`config.mk`:
```
export PLATFORM = sky130hd
export DESIGN_NAME = uart_rx_packetizer
export DESIGN_NICKNAME = d
export VERILOG_FILES = /design/src/rtl/uart_rx_packetizer.sv
export SDC_FILE = /design/constraint.sdc
export NUM_CORES = 1
export LEC_CHECK = 0
export ABC_AREA = 1
export BUFFER_PORTS_ARGS = -buffer_cell sky130_fd_sc_hd__clkbuf_2
export CORE_AREA = 2 2 124 126
export CTS_CLUSTER_SIZE = 10
export DETAILED_ROUTE_END_ITERATION = 7
export DIE_AREA = 0 0 126 128
export PLACE_DENSITY = 0.71
export SYNTH_ARGS = -nofsm -noshare
export SYNTH_HDL_FRONTEND = slang
export SYNTH_SLANG_ARGS = --single-unit
```
`constraint.sdc`:
```
create_clock -name clk_i -period 6.26 [get_ports clk_i]
set_input_delay 1.252 -clock clk_i [delete_from_list [all_inputs] [get_ports clk_i]]
set_output_delay 1.252 -clock clk_i [all_outputs]
set_load 0.05 [all_outputs]
```
`src/rtl/uart_rx_packetizer.sv`:
```
// uart_rx_packetizer
//   Consumes the UART receiver byte stream, hunts for SYNC_BYTE, collects a
//   length-prefixed payload and verifies an 8-bit wrap-around checksum. The
//   checksum is seeded with the length byte. Good frames are buffered and
//   replayed as a valid/ready stream with a last flag. Bad frames are dropped
//   and flagged on frame_err_o.
//
//   Optional feature: define UART_RX_PACKETIZER_TIMEOUT_EN to abort a partial
//   frame after TIMEOUT_CYCLES idle clocks between bytes.
//
// Ports
//   clk_i         system clock
//   rst_n_i       asynchronous active-low reset
//   rx_data_i     byte from the UART receiver
//   rx_data_i_v   one-cycle strobe, rx_data_i valid
//   data_o        payload byte to the core
//   data_o_v      data_o valid
//   data_o_last   high with the final payload byte of a frame
//   data_o_rdy_i  core ready, transfer on data_o_v & data_o_rdy_i
//   frame_err_o   one-cycle pulse: bad length, checksum fail or timeout
//   overrun_o     one-cycle pulse: byte discarded while replaying a frame
module uart_rx_packetizer #(
  parameter int unsigned               DATA_LENGTH    = 8,
  parameter logic [DATA_LENGTH-1:0]    SYNC_BYTE      = 8'hA5,
  parameter int unsigned               MAX_LEN        = 16,
  parameter int unsigned               TIMEOUT_CYCLES = 20000
) (
  input  logic                   clk_i,
  input  logic                   rst_n_i,
  input  logic [DATA_LENGTH-1:0] rx_data_i,
  input  logic                   rx_data_i_v,
  output logic [DATA_LENGTH-1:0] data_o,
  output logic                   data_o_v,
  output logic                   data_o_last,
  input  logic                   data_o_rdy_i,
  output logic                   frame_err_o,
  output logic                   overrun_o
);

  localparam int unsigned CW = $clog2(MAX_LEN + 1);
  localparam int unsigned IW = (MAX_LEN > 1) ? $clog2(MAX_LEN) : 1;
  localparam logic [DATA_LENGTH-1:0] MAX_LEN_B = DATA_LENGTH'(MAX_LEN);

  typedef enum logic [2:0] {
    ST_SYNC,
    ST_LEN,
    ST_PAYLOAD,
    ST_CSUM,
    ST_OUT
  } state_t;

  state_t                 state;
  logic [CW-1:0]          len;
  logic [CW-1:0]          idx;
  logic [CW-1:0]          rd_idx;
  logic [DATA_LENGTH-1:0] csum;
  logic [DATA_LENGTH-1:0] pbuf [MAX_LEN];

  logic [CW-1:0]          len_m1;
  logic [CW-1:0]          rd_nxt;
  logic [DATA_LENGTH-1:0] csum_sum;
  logic                   len_ok;

  assign len_m1   = len - CW'(1);
  assign rd_nxt   = rd_idx + CW'(1);
  assign csum_sum = csum + rx_data_i;
  assign len_ok   = (rx_data_i != '0) && (rx_data_i <= MAX_LEN_B);

`ifdef UART_RX_PACKETIZER_TIMEOUT_EN
  localparam int unsigned TW = (TIMEOUT_CYCLES > 1) ? $clog2(TIMEOUT_CYCLES) : 1;
  logic [TW-1:0] tmo;
  logic          in_frame;
  logic          tmo_hit;

  assign in_frame = (state == ST_LEN) || (state == ST_PAYLOAD) || (state == ST_CSUM);
  assign tmo_hit  = in_frame && !rx_data_i_v && (tmo == TW'(TIMEOUT_CYCLES - 1));
`endif

  // Payload storage; contents are don't-care after reset so no reset term.
  always_ff @(posedge clk_i) begin
    if (state == ST_PAYLOAD && rx_data_i_v) begin
      pbuf[idx[IW-1:0]] <= rx_data_i;
    end
  end

  // Frame FSM with registered outputs.
  always_ff @(posedge clk_i or negedge rst_n_i) begin
    if (!rst_n_i) begin
      state       <= ST_SYNC;
      len         <= '0;
      idx         <= '0;
      rd_idx      <= '0;
      csum        <= '0;
      data_o      <= '0;
      data_o_v    <= 1'b0;
      data_o_last <= 1'b0;
      frame_err_o <= 1'b0;
      overrun_o   <= 1'b0;
`ifdef UART_RX_PACKETIZER_TIMEOUT_EN
      tmo         <= '0;
`endif
    end else begin
      frame_err_o <= 1'b0;
      overrun_o   <= 1'b0;

      case (state)
        ST_SYNC: begin
          if (rx_data_i_v && (rx_data_i == SYNC_BYTE)) begin
            state <= ST_LEN;
          end
        end

        ST_LEN: begin
          if (rx_data_i_v) begin
            if (len_ok) begin
              len   <= CW'(rx_data_i);
              csum  <= rx_data_i;
              idx   <= '0;
              state <= ST_PAYLOAD;
            end else begin
              frame_err_o <= 1'b1;
              state       <= ST_SYNC;
            end
          end
        end

        ST_PAYLOAD: begin
          if (rx_data_i_v) begin
            csum <= csum_sum;
            idx  <= idx + CW'(1);
            if (idx == len_m1) begin
              state <= ST_CSUM;
            end
          end
        end

        ST_CSUM: begin
          if (rx_data_i_v) begin
            if (csum_sum == '0) begin
              // Present the first byte right away so valid rises next cycle.
              state       <= ST_OUT;
              rd_idx      <= '0;
              data_o      <= pbuf[0];
              data_o_v    <= 1'b1;
              data_o_last <= (len == CW'(1));
            end else begin
              frame_err_o <= 1'b1;
              state       <= ST_SYNC;
            end
          end
        end

        ST_OUT: begin
          if (rx_data_i_v) begin
            overrun_o <= 1'b1;
          end
          if (data_o_rdy_i) begin
            if (data_o_last) begin
              data_o_v    <= 1'b0;
              data_o_last <= 1'b0;
              state       <= ST_SYNC;
            end else begin
              rd_idx      <= rd_nxt;
              data_o      <= pbuf[rd_nxt[IW-1:0]];
              data_o_last <= (rd_nxt == len_m1);
            end
          end
        end

        default: state <= ST_SYNC;
      endcase

`ifdef UART_RX_PACKETIZER_TIMEOUT_EN
      // Inter-byte watchdog; overrides the case above when it fires.
      if (rx_data_i_v || !in_frame || tmo_hit) begin
        tmo <= '0;
      end else begin
        tmo <= tmo + TW'(1);
      end
      if (tmo_hit) begin
        frame_err_o <= 1'b1;
        state       <= ST_SYNC;
      end
`endif
    end
  end

endmodule
```
==> flow_metrics.env <==
export IMPL_grtUsageMet2_pct=38.93
export IMPL_synthesis_area_um2=8016
export IMPL_die_x_um=126
export IMPL_grt_remaining_overflow=0
export IMPL_die_y_um=128
export IMPL_num_antenna_cells=0
export IMPL_start_util_pct=53.93
export IMPL_ys_ff_latch=166
export IMPL_io_buffers=23
export IMPL_intPower_uw=2049
export IMPL_ctsHtreeMaxLevel=4
export IMPL_fmax_ghz=0.2989
export IMPL_drt_pass1_iter_count=5
export IMPL_crit_slowest_cell="fa_1"
export IMPL_cp_required_ns=6.58
export IMPL_area_growth_pct=9.505
export IMPL_dp_hpwl_mm=11.02
export IMPL_finalCriticalPeriod_ns=3.345
export IMPL_min_path_type="reg2reg"
export IMPL_syn_avg_cell_area_um2=9.193
export IMPL_irDropWorstVdd_uv=204.6
export IMPL_fin_nets=914
export IMPL_arrival_ns=3.66
export IMPL_io_pins=24
export IMPL_final_max_slew_viol_count=0
export IMPL_worstSetupStartpointType="primary input"
export IMPL_dieArea_um2=16130
export IMPL_clock_skew_ns=0.01314
export IMPL_clkPwrFrac_pct=33.5
export IMPL_combPwrFrac_pct=21.0
export IMPL_core_um2=14860
export IMPL_drv_cap=0
export IMPL_gp_congestion=0.8199
export IMPL_drt_iter0_drc=560
export IMPL_ctsRootBufferMaster="clkbuf_16"
export IMPL_sequentialPowerShare_pct=45.5
export IMPL_max_stage_delay_ns=0.39
export IMPL_syn_num_nets=899
export IMPL_layout_commonest_cell="nand2_1"
export IMPL_grt_first_pass_wirelength_mm=28.64
export IMPL_finalHoldViolations=0
export IMPL_end_kind="flop"
export IMPL_rows=45
export IMPL_antenna_found_initial=0
export IMPL_finalCritPeriodShare_pct=53.44
export IMPL_finalSetupViolations=0
export IMPL_cts_sink_count=166
export IMPL_path_clk_slew_ns=0.06
export IMPL_cts_setup_buffers=0
export IMPL_yosysUniqueCellTypes=35
export IMPL_rsz0062_at_grt="false"
export IMPL_yosys_warnings=0
export IMPL_status="completed"
export IMPL_cts_made_buffers=17
export IMPL_hp_start="data_o[5]$_DFFE_PN0P_"
export IMPL_worstPathMaxFanout=20
export IMPL_routedWlPerCell_um=16.41
export IMPL_clockBufferDepth=2
export IMPL_worst_pin_slew_ns=1.134
export IMPL_swShare_pct=29.86
export IMPL_ant_nets=0
export IMPL_ys_seq_area_share_pct=59.81
export IMPL_final_cell_mix="nand2_1 (345), edfxtp_1 (128), nand3_1 (81)"
export IMPL_layout_drive_gt1_share_pct=8.686
export IMPL_max_slew_margin_pct=24.26
export IMPL_post_route_drc_count=0
export IMPL_cts_resized=0
export IMPL_path_cells="clkbuf_2 -> ha_1 -> inv_1 -> fa_1 -> inv_1 -> nand2_1 -> nand2_1 -> nand3_1 -> nand2_1 -> nand3_1 -> nor2_1 -> nand2_1 -> nand2_1 -> nand2_2 -> nand2_1 -> nand2_1"
export IMPL_gr_usage_met3_pct=4.257
export IMPL_vias_per_cell=5.381
export IMPL_num_vias=5844
export IMPL_n_fill_cell=1312
export IMPL_grt_pass1_vias=5472
export IMPL_cp_startpoint="rx_data_i[0]"
export IMPL_wl_mm=17.82
export IMPL_syn_inst=872
export IMPL_finalSetupTns_ns=0
export IMPL_power_density_nw_per_um2=332.8
export IMPL_p_leak_uw=0.003808
export IMPL_holdBufCountCts=0
export IMPL_total_power_uw=2921
export IMPL_use_met1_pct=30.52
export IMPL_grt_max_degree=69
export IMPL_critPathKind="in2reg"
export IMPL_track_usage_pct=23.18
export IMPL_p_sw_uw=872.3
export IMPL_r2r_start="rd_idx[0]$_DFFE_PN0P_"
export IMPL_clock_latency_ns=0.44
export IMPL_cp_common_cell="nand2_1"
export IMPL_cts_tree="yes"
export IMPL_top_usage_layer="met2"
-- cells in the mapped netlist --
cell / n / share of area, %
a21boi_0: 1 / 0.094
a21oi_1: 11 / 0.69
a21oi_2: 1 / 0.11
a31oi_1: 2 / 0.16
and3_1: 1 / 0.078
buf_2: 13 / 0.81
buf_4: 1 / 0.094
buf_6: 3 / 0.42
clkbuf_1: 13 / 0.61
clkinv_1: 1 / 0.047
dfrtp_1: 38 / 12
edfxtp_1: 128 / 48
fa_1: 1 / 0.25
ha_1: 14 / 2.2
inv_1: 74 / 3.5
inv_2: 2 / 0.094
nand2_1: 345 / 16
nand2_2: 3 / 0.23
nand3_1: 81 / 5.1
nand3_2: 14 / 1.7
nand4_1: 4 / 0.31
nor2_1: 66 / 3.1
nor2_2: 2 / 0.16
nor3_1: 4 / 0.25
nor3_2: 1 / 0.12
o211ai_1: 2 / 0.19
o21a_1: 1 / 0.094
o21ai_0: 31 / 1.9
o21ai_1: 1 / 0.062
or2_1: 1 / 0.078
or2_2: 1 / 0.078
xnor2_1: 5 / 0.55
xnor2_2: 1 / 0.20
xor2_1: 4 / 0.44
xor2_4: 1 / 0.34
-- power groups by stage --
stage          sequential (uW)  combinational (uW)  clock, uW
2_1_floorplan             1350                 461          0
3_3_place_gp              1350                 596          0
3_5_place_dp              1350                 609          0
4_1_cts                   1330                 613        990
5_1_grt                   1340                 704       1030
6_report                  1330                 613        979
-- per-stage QoR --
stage	util (%)	instances	instance area, um^2	hold WS (ns)	setup WS (ns)
after floorplan	-	872	8016	0.4530	3.338
after global placement	55.40	1056	8235	0.4570	2.544
after detailed placement	55.40	1056	8235	0.4668	2.477
after CTS	59.06	1086	8778	0.4850	2.911
after global routing	59.06	1086	8778	0.4896	2.555
final	59.06	1086	8778	0.4833	2.915
-- cell families after synthesis --
kind of cell,after synthesis,synth area share (%)
AND/OR/NAND/NOR,523,27.36
buffers and inverters,107,5.541
flip-flops,166,59.81
AO/OA/AOI/OAI,50,3.324
adder cells (fa/ha/maj),15,2.435
XOR/XNOR,11,1.530
-- path summary, 6_finish.rpt --
check | to | slack (ns) | cells past startpoint
max | rd_idx[0]$_DFFE_PN0P_ | 2.91 | 16
min | data_o[5]$_DFFE_PN0P_ | 0.48 | 2
min reg2reg | data_o[5]$_DFFE_PN0P_ | 0.48 | 2
max in group asynchronous | rd_idx[0]$_DFFE_PN0P_ | 4.65 | 1
min in group asynchronous | data_o[0]$_DFFE_PN0P_ | 0.97 | 1
max reg2reg | data_o[6]$_DFFE_PN0P_ | 3.41 | 10
-- worst max-delay path: cells and delay by family --
family	cells	cell delay (ns)
buf+inv	3	0.44
simple gates	11	1.33
fa+ha+maj	2	0.63
-- area by class of cell --
| cell class | instances | area [um^2] | share of cell area [%] |
|---|---|---|---|
| clock buffers | 19 | 432.9 | 4.932 |
| clock inverters | 11 | 110.1 | 1.254 |
| inverters | 77 | 289.0 | 3.292 |
| multi-input cells | 599 | 2778 | 31.64 |
| flip-flops and latches | 166 | 4796 | 54.63 |
| well taps | 188 | 235.2 | 2.680 |
| repair buffers | 26 | 137.6 | 1.568 |
-- per-layer routing --
layer	wire length, um	vias up
li1	-	2874
met1	7784	2808
met2	8907	141
met3	820	21
met4	305	0
met5	0	-
-- state kept, by name (all words and copies together) (netlist names) --
signal	cells
data_o	8
data_o_v	1
rd_idx	5
csum	8
frame_err_o	1
pbuf	128
overrun_o	1
len	5
state	3
data_o_last	1
idx	5
Note: power is estimated with default switching activity, not from simulation.
